`src/rtl/boa_stage_id.sv`:
```
// boa_stage_id: RV32I decode stage with static branch prediction and ID/EX register.
// Define BOA_RV32M_EN to accept the RV32M funct7=0000001 OP group as legal.
module boa_stage_id (
   input  logic        clk,
   input  logic        rst,
   input  logic        d_valid,
   input  logic [31:1] d_pc,
   input  logic [31:0] d_insn,
   input  logic        d_trap,
   input  logic [3:0]  d_cause,
   output logic        if_branch_predict,
   output logic [31:1] if_branch_target,
   input  logic        fw_stall_id,
   input  logic        fw_stall_ex,
   input  logic        fw_branch_correct,
   output logic        q_valid,
   output logic [31:1] q_pc,
   output logic [31:0] q_insn,
   output logic        q_trap,
   output logic [3:0]  q_cause,
   output logic [4:0]  q_rs1,
   output logic [4:0]  q_rs2,
   output logic [4:0]  q_rd,
   output logic        q_use_rs1,
   output logic        q_use_rs2,
   output logic [31:0] q_imm,
   output logic        q_branch_predict
);
   localparam logic [6:0] OPC_LUI    = 7'b0110111;
   localparam logic [6:0] OPC_AUIPC  = 7'b0010111;
   localparam logic [6:0] OPC_JAL    = 7'b1101111;
   localparam logic [6:0] OPC_JALR   = 7'b1100111;
   localparam logic [6:0] OPC_BRANCH = 7'b1100011;
   localparam logic [6:0] OPC_LOAD   = 7'b0000011;
   localparam logic [6:0] OPC_STORE  = 7'b0100011;
   localparam logic [6:0] OPC_OPIMM  = 7'b0010011;
   localparam logic [6:0] OPC_OP     = 7'b0110011;
   localparam logic [6:0] OPC_FENCE  = 7'b0001111;
   localparam logic [6:0] OPC_SYSTEM = 7'b1110011;

   logic        w_m_en;
`ifdef BOA_RV32M_EN
   assign w_m_en = 1'b1;
`else
   assign w_m_en = 1'b0;
`endif

   logic [6:0]  w_opc, w_f7;
   logic [2:0]  w_f3;
   logic [31:0] w_imm_i, w_imm_s, w_imm_b, w_imm_u, w_imm_j, w_imm;
   logic        w_legal, w_u1, w_u2, w_urd;
   logic        w_ill, w_ecall, w_ebreak, w_trap, w_cand;
   logic [3:0]  w_cause;

   assign w_opc   = d_insn[6:0];
   assign w_f3    = d_insn[14:12];
   assign w_f7    = d_insn[31:25];
   assign w_imm_i = {{20{d_insn[31]}}, d_insn[31:20]};
   assign w_imm_s = {{20{d_insn[31]}}, d_insn[31:25], d_insn[11:7]};
   assign w_imm_b = {{19{d_insn[31]}}, d_insn[31], d_insn[7], d_insn[30:25], d_insn[11:8], 1'b0};
   assign w_imm_u = {d_insn[31:12], 12'b0};
   assign w_imm_j = {{11{d_insn[31]}}, d_insn[31], d_insn[19:12], d_insn[20], d_insn[30:21], 1'b0};

   always_comb begin
      w_legal = 1'b0;
      w_u1    = 1'b0;
      w_u2    = 1'b0;
      w_urd   = 1'b0;
      w_imm   = '0;
      case (w_opc)
         OPC_LUI, OPC_AUIPC: begin w_legal = 1'b1; w_urd = 1'b1; w_imm = w_imm_u; end
         OPC_JAL:    begin w_legal = 1'b1; w_urd = 1'b1; w_imm = w_imm_j; end
         OPC_JALR:   begin w_legal = 1'b1; w_u1 = 1'b1; w_urd = 1'b1; w_imm = w_imm_i; end
         OPC_BRANCH: begin w_legal = w_f3[2:1] != 2'b01; w_u1 = 1'b1; w_u2 = 1'b1; w_imm = w_imm_b; end
         OPC_LOAD:   begin w_legal = w_f3 != 3'd3 && w_f3 < 3'd6; w_u1 = 1'b1; w_urd = 1'b1; w_imm = w_imm_i; end
         OPC_STORE:  begin w_legal = w_f3 < 3'd3; w_u1 = 1'b1; w_u2 = 1'b1; w_imm = w_imm_s; end
         OPC_OPIMM: begin
            w_legal = w_f3 == 3'b001 ? w_f7 == 7'b0 :
                      w_f3 == 3'b101 ? (w_f7 == 7'b0 || w_f7 == 7'b0100000) : 1'b1;
            w_u1    = 1'b1;
            w_urd   = 1'b1;
            w_imm   = w_imm_i;
         end
         OPC_OP: begin
            w_legal = w_f7 == 7'b0 || (w_f7 == 7'b0100000 && (w_f3 == 3'b000 || w_f3 == 3'b101)) ||
                      (w_f7 == 7'b0000001 && w_m_en);
            w_u1    = 1'b1;
            w_u2    = 1'b1;
            w_urd   = 1'b1;
         end
         OPC_FENCE:  begin w_legal = 1'b1; w_imm = w_imm_i; end
         // CSR forms: funct3 001..011 read rs1, 101..111 take a zimm; all write rd
         OPC_SYSTEM: begin
            w_legal = 1'b1;
            w_u1    = w_f3 != 3'b000 && !w_f3[2];
            w_urd   = w_f3[1:0] != 2'b00;
            w_imm   = w_imm_i;
         end
         default: ;
      endcase
   end

   assign w_ill    = !w_legal || d_insn == 32'h0 || &d_insn;
   assign w_ecall  = d_insn == 32'h0000_0073;
   assign w_ebreak = d_insn == 32'h0010_0073;
   assign w_trap   = d_trap || w_ill || w_ecall || w_ebreak;
   assign w_cause  = d_trap ? d_cause : w_ill ? 4'd2 : w_ecall ? 4'd11 : w_ebreak ? 4'd3 : 4'd0;
   assign w_cand   = w_opc == OPC_JAL || (w_opc == OPC_BRANCH && d_insn[31]);

   assign if_branch_predict = w_cand && d_valid && !w_trap && !fw_stall_id && !fw_stall_ex &&
                              !fw_branch_correct && !rst;
   assign if_branch_target  = d_pc + w_imm[31:1];

   logic        r_valid, r_trap, r_use1, r_use2, r_bp;
   logic [31:1] r_pc;
   logic [31:0] r_insn, r_imm;
   logic [3:0]  r_cause;
   logic [4:0]  r_rs1, r_rs2, r_rd;

   always_ff @(posedge clk) begin
      if (rst) begin
         r_valid <= 1'b0;
         r_trap  <= 1'b0;
         r_cause <= '0;
         r_bp    <= 1'b0;
         r_pc    <= '0;
         r_insn  <= '0;
         r_rs1   <= '0;
         r_rs2   <= '0;
         r_rd    <= '0;
         r_use1  <= 1'b0;
         r_use2  <= 1'b0;
         r_imm   <= '0;
      end else if (fw_branch_correct) begin
         r_valid <= 1'b0;
         r_bp    <= 1'b0;
      end else if (!fw_stall_ex) begin
         r_valid <= d_valid && !fw_stall_id;
         r_trap  <= w_trap;
         r_cause <= w_cause;
         r_bp    <= if_branch_predict;
         r_pc    <= d_pc;
         r_insn  <= d_insn;
         r_rs1   <= (w_u1 && !w_trap) ? d_insn[19:15] : 5'd0;
         r_rs2   <= (w_u2 && !w_trap) ? d_insn[24:20] : 5'd0;
         r_rd    <= (w_urd && !w_trap) ? d_insn[11:7] : 5'd0;
         r_use1  <= w_u1 && !w_trap;
         r_use2  <= w_u2 && !w_trap;
         r_imm   <= w_imm;
      end
   end

   assign q_valid          = r_valid;
   assign q_pc             = r_pc;
   assign q_insn           = r_insn;
   assign q_trap           = r_trap;
   assign q_cause          = r_cause;
   assign q_rs1            = r_rs1;
   assign q_rs2            = r_rs2;
   assign q_rd             = r_rd;
   assign q_use_rs1        = r_use1;
   assign q_use_rs2        = r_use2;
   assign q_imm            = r_imm;
   assign q_branch_predict = r_bp;
endmodule

```
`config.mk`:
```
export PLATFORM = sky130hd
export DESIGN_NAME = boa_stage_id
export DESIGN_NICKNAME = d
export VERILOG_FILES = /design/src/rtl/boa_stage_id.sv
export SDC_FILE = /design/constraint.sdc
export NUM_CORES = 1
export LEC_CHECK = 0
export CAP_MARGIN = 5
export CORE_MARGIN = 2
export CORE_UTILIZATION = 40
export DETAILED_ROUTE_END_ITERATION = 7
export PLACE_DENSITY_LB_ADDON = 0.12
export SETUP_SLACK_MARGIN = 0.3
export SYNTH_ARGS = -nofsm -noshare
export SYNTH_HDL_FRONTEND = slang
export SYNTH_SLANG_ARGS = --single-unit
export TNS_END_PERCENT = 1
```
`constraint.sdc`:
```
create_clock -name clk -period 8.3 [get_ports clk]
set_input_delay 2.075 -clock clk [delete_from_list [all_inputs] [get_ports clk]]
set_output_delay 2.075 -clock clk [all_outputs]
set_load 0.02 [all_outputs]
```
==> run metrics <==
final worst-path cycle share=97.82%; share of the core filled with cells in the final layout=65.03%; final RePlAce weighted congestion=just under 1; final setup TNS=0 ns; total congestion overflow after global routing=0; most frequently used flop master after synthesis=sky130_fd_sc_hd__dfxtp_1; initial antenna violation count=0; number of vias per cell after detailed routing=about 5.3; clock latency at the later pin of the worst-skew pair=0.42 ns; average footprint of a synthesized cell=~7.6 um^2; post-synth cell types=58; DRC violation total after the first TritonRoute iteration=429; worst reg2reg path startpoint=q_rs2[2]$_SDFFE_PP0P_; number of enable-type register cells in the synthesized netlist=0; overall power=0.001770 W; total clock buffers created by CTS=17; detailed-route DRC error count=0; final hold slack=0.4526 ns; number of global-route vias before repair=slightly below 7,000; biggest area contributors in the synthesized netlist=sky130_fd_sc_hd__dfxtp_1 37%, sky130_fd_sc_hd__nand2_1 12%, sky130_fd_sc_hd__a21oi_1 10%; TritonCTS Sinks=~120; fill cell count=1,458; number of nets in the layout=1,253; relative max-transition margin=49.76%; worst reg2reg path endpoint=q_rs2[2]$_SDFFE_PP0P_; highest achievable clock rate=0.1232 GHz; number of placed I/O pins=225; Synth top area share=37.15%; result of the run=finished clean; CTS tree=built; number of max-slew violations in the final report=0; category of the critical setup timing path=input pin to primary output; total wire length after detailed routing=about 24 mm; total via count after detailed routing=7,238; Setup crit end kind=primary output; critical path peak fanout=8; vertical die dimension=130.6 um; minimum setup slack among reg-to-reg paths=7.56 ns; worst min-delay path class=flop to flop; launching element type of the critical path=input pin; Max IR drop VDD=0.1295 mV; termination of the worst setup path=if_branch_target[16]; die area=17,060 um^2; number of setup violations in the final report=0; data arrival time of the worst path=approximately 6 ns; growth of design area from synthesis to finish=59.92%; horizontal die dimension=130.6 um; Rows=46; non-filler instance count after layout=1,377; path depth of the worst reg2reg path=2; number of H-tree levels=4; number of flip-flops and latches in the synthesized netlist=119; power density normalized to cell area=between 150 and 200 nW/um^2; synth warn=0; ANT nets after route=0; HPWL after detailed placement=18.02 mm; Final Critical Period=8.119 ns; first-pass GRT wire length=between 30 and 40 mm; synthesized net count=949; static leakage=4.376 nW; synthesized netlist cell count=between 800 and 900; share of final-layout standard cells stronger than drive strength 1=14.21%; skew final=0 ns; number of buffers on the longest clock path=2; share of async-settable or async-resettable flops after synthesis=0%; Req. time, crit path=6.23 ns; RSZ-0062 raised after global routing=true; count of buffers inserted at the top-level ports=approximately 220; post-synth top area cell=sky130_fd_sc_hd__dfxtp_1; actual slew at the worst max-slew pin=about 0.75 ns; final number of hold-violating endpoints=0; starting density of the core=40.66%; Clock transition at path regs=0.05 ns; routed wire length per instance=17.60 um; maximum number of pins on one net before global-route repair=68; number of instances in the placed design=1,345; Worst Setup SP=d_insn[2]; cell at the root of the clock tree=sky130_fd_sc_hd__clkbuf_16; number of antenna diodes=0; core outline area=around 16,000 um^2; synthesized cell area=6412 um^2; Initial DRT Pass Iterations=5; sequential element share of the synthesized area=37.15%; number of max-capacitance violations reported=0; total global routing track utilization=approximately 28%
[cells by family (layout without fill, tap and decap cells)]
group / count (synthesis) / count (layout) / share of synthesized area, %
AO/OA/AOI/OAI: 266 / 266 / 25.62
XOR/XNOR: 29 / 29 / 3.961
adder cells (fa/ha/maj): 32 / 32 / 6.322
buffers and inverters: 62 / 379 / 3.883
flip-flops: 119 / 119 / 37.15
multiplexers: 5 / 5 / 0.7805
AND/OR/NAND/NOR: 331 / 331 / 22.28
[how the worst min path moves through the flow]
stage / slack, ns / cells past startpoint / to / startpoint
final: 0.45 / 2 / q_insn[14]$_SDFFE_PP0P_ / q_insn[14]$_SDFFE_PP0P_
after global routing: 0.47 / 2 / q_pc[30]$_SDFFE_PP0P_ / q_pc[30]$_SDFFE_PP0P_
after CTS: 0.45 / 2 / q_rs1[1]$_SDFFE_PP0P_ / q_rs1[1]$_SDFFE_PP0P_
after detailed placement: 0.45 / 2 / q_insn[13]$_SDFFE_PP0P_ / q_insn[13]$_SDFFE_PP0P_
after global placement: 0.44 / 2 / q_pc[21]$_SDFFE_PP0P_ / q_pc[21]$_SDFFE_PP0P_
after floorplan: 0.53 / 2 / q_cause[2]$_SDFFE_PP0P_ / q_cause[2]$_SDFFE_PP0P_
[cell type report]
class / count / area (um^2) / share of cell area, %
tap: 216 / 270.3 / 2.635
timing repair buffer: 336 / 3092 / 30.15
clock buffer: 19 / 432.9 / 4.222
multi-input combinational: 663 / 3834 / 37.38
inverter: 11 / 41.29 / 0.4026
clock inverter: 13 / 202.7 / 1.977
sequential: 119 / 2382 / 23.23
[worst max-delay path, cell delays in order]
cell                              delay (ns)
sky130_fd_sc_hd__clkdlybuf4s50_1        0.49
sky130_fd_sc_hd__buf_4                  0.18
sky130_fd_sc_hd__nor2b_2                0.21
sky130_fd_sc_hd__o21ai_0                0.11
sky130_fd_sc_hd__a21oi_1                0.20
sky130_fd_sc_hd__buf_4                  0.15
sky130_fd_sc_hd__a22o_1                 0.16
sky130_fd_sc_hd__buf_4                  0.13
sky130_fd_sc_hd__ha_1                   0.21
sky130_fd_sc_hd__a21o_1                 0.18
sky130_fd_sc_hd__a41oi_1                0.26
sky130_fd_sc_hd__a21oi_1                0.19
sky130_fd_sc_hd__nor3_1                 0.36
sky130_fd_sc_hd__o31ai_1                0.17
sky130_fd_sc_hd__a21oi_1                0.20
sky130_fd_sc_hd__xnor2_1                0.14
sky130_fd_sc_hd__clkdlybuf4s50_1        0.63
[state kept, by name, indices dropped and copies added (netlist names), 4 cells and up]
| register | flops |
|---|---|
| q_rs1 | 5 |
| q_rd | 5 |
| q_imm | 32 |
| q_insn | 32 |
| q_cause | 4 |
| q_pc | 31 |
| q_rs2 | 5 |
[report_power, final]
group / switching, W / internal [W]
clock: 0.000279 / 0.000531
sequential: 0.0000104 / 0.000593
combinational: 0.000193 / 0.000164
[placed cells by master (no fill, tap or decap), types with 24 or more instances in the layout]
cell type                         count
sky130_fd_sc_hd__o21ai_0             24
sky130_fd_sc_hd__ha_1                30
sky130_fd_sc_hd__a21oi_1            131
sky130_fd_sc_hd__a21o_1              32
sky130_fd_sc_hd__nor2_1              37
sky130_fd_sc_hd__buf_4              112
sky130_fd_sc_hd__dfxtp_1            119
sky130_fd_sc_hd__nand2_1            211
sky130_fd_sc_hd__clkdlybuf4s50_1    202
sky130_fd_sc_hd__nor3_1              25
[cells in the mapped netlist (5+ instances only)]
| library cell | instances |
|---|---|
| sky130_fd_sc_hd__a21oi_1 | 131 |
| sky130_fd_sc_hd__ha_1 | 30 |
| sky130_fd_sc_hd__nor2b_1 | 7 |
| sky130_fd_sc_hd__nand2_1 | 211 |
| sky130_fd_sc_hd__nor3_1 | 27 |
| sky130_fd_sc_hd__inv_1 | 11 |
| sky130_fd_sc_hd__a21o_1 | 32 |
| sky130_fd_sc_hd__and3_1 | 6 |
| sky130_fd_sc_hd__a22o_1 | 10 |
| sky130_fd_sc_hd__clkbuf_1 | 45 |
| sky130_fd_sc_hd__o21ai_0 | 28 |
| sky130_fd_sc_hd__nand3_1 | 12 |
| sky130_fd_sc_hd__dfxtp_1 | 119 |
| sky130_fd_sc_hd__xnor2_1 | 18 |
| sky130_fd_sc_hd__mux2i_1 | 5 |
| sky130_fd_sc_hd__a31oi_1 | 5 |
| sky130_fd_sc_hd__and2_1 | 13 |
| sky130_fd_sc_hd__o21bai_1 | 5 |
| sky130_fd_sc_hd__xor2_1 | 11 |
| sky130_fd_sc_hd__a211oi_1 | 20 |
| sky130_fd_sc_hd__nor2_1 | 39 |
[stage by stage]
step	area [um^2]	worst slack (ns)
after detailed placement	9570	-0.1142
after global routing	10250	-0.005669
after CTS	10210	0.04678
final	10250	0.1813
after global placement	9570	-0.07487
after floorplan	6412	1.039
[routing by layer]
| metal | global-route usage (%) | part of all wire (%) | vias up | wire length, um |
|---|---|---|---|---|
| li1 | - | - | 3567 | - |
| met1 | 35.63 | 43 | 3391 | 10410 |
| met2 | 46.29 | 48 | 247 | 11730 |
| met3 | 8.021 | 6.5 | 33 | 1587 |
| met4 | 9.700 | 2.1 | 0 | 510 |
| met5 | 0 | 0 | - | 0 |
[timing repair]
item                       4_1_cts  5_1_grt
hold endpoints to repair         0        0
buffers inserted                 0        0
cloned                           0        0
setup endpoints to repair       18       22
resized for setup               12       29
pin swaps                        0        3
hold buffers                     0        0
No activity file was read; power rests on OpenSTA's default activity.
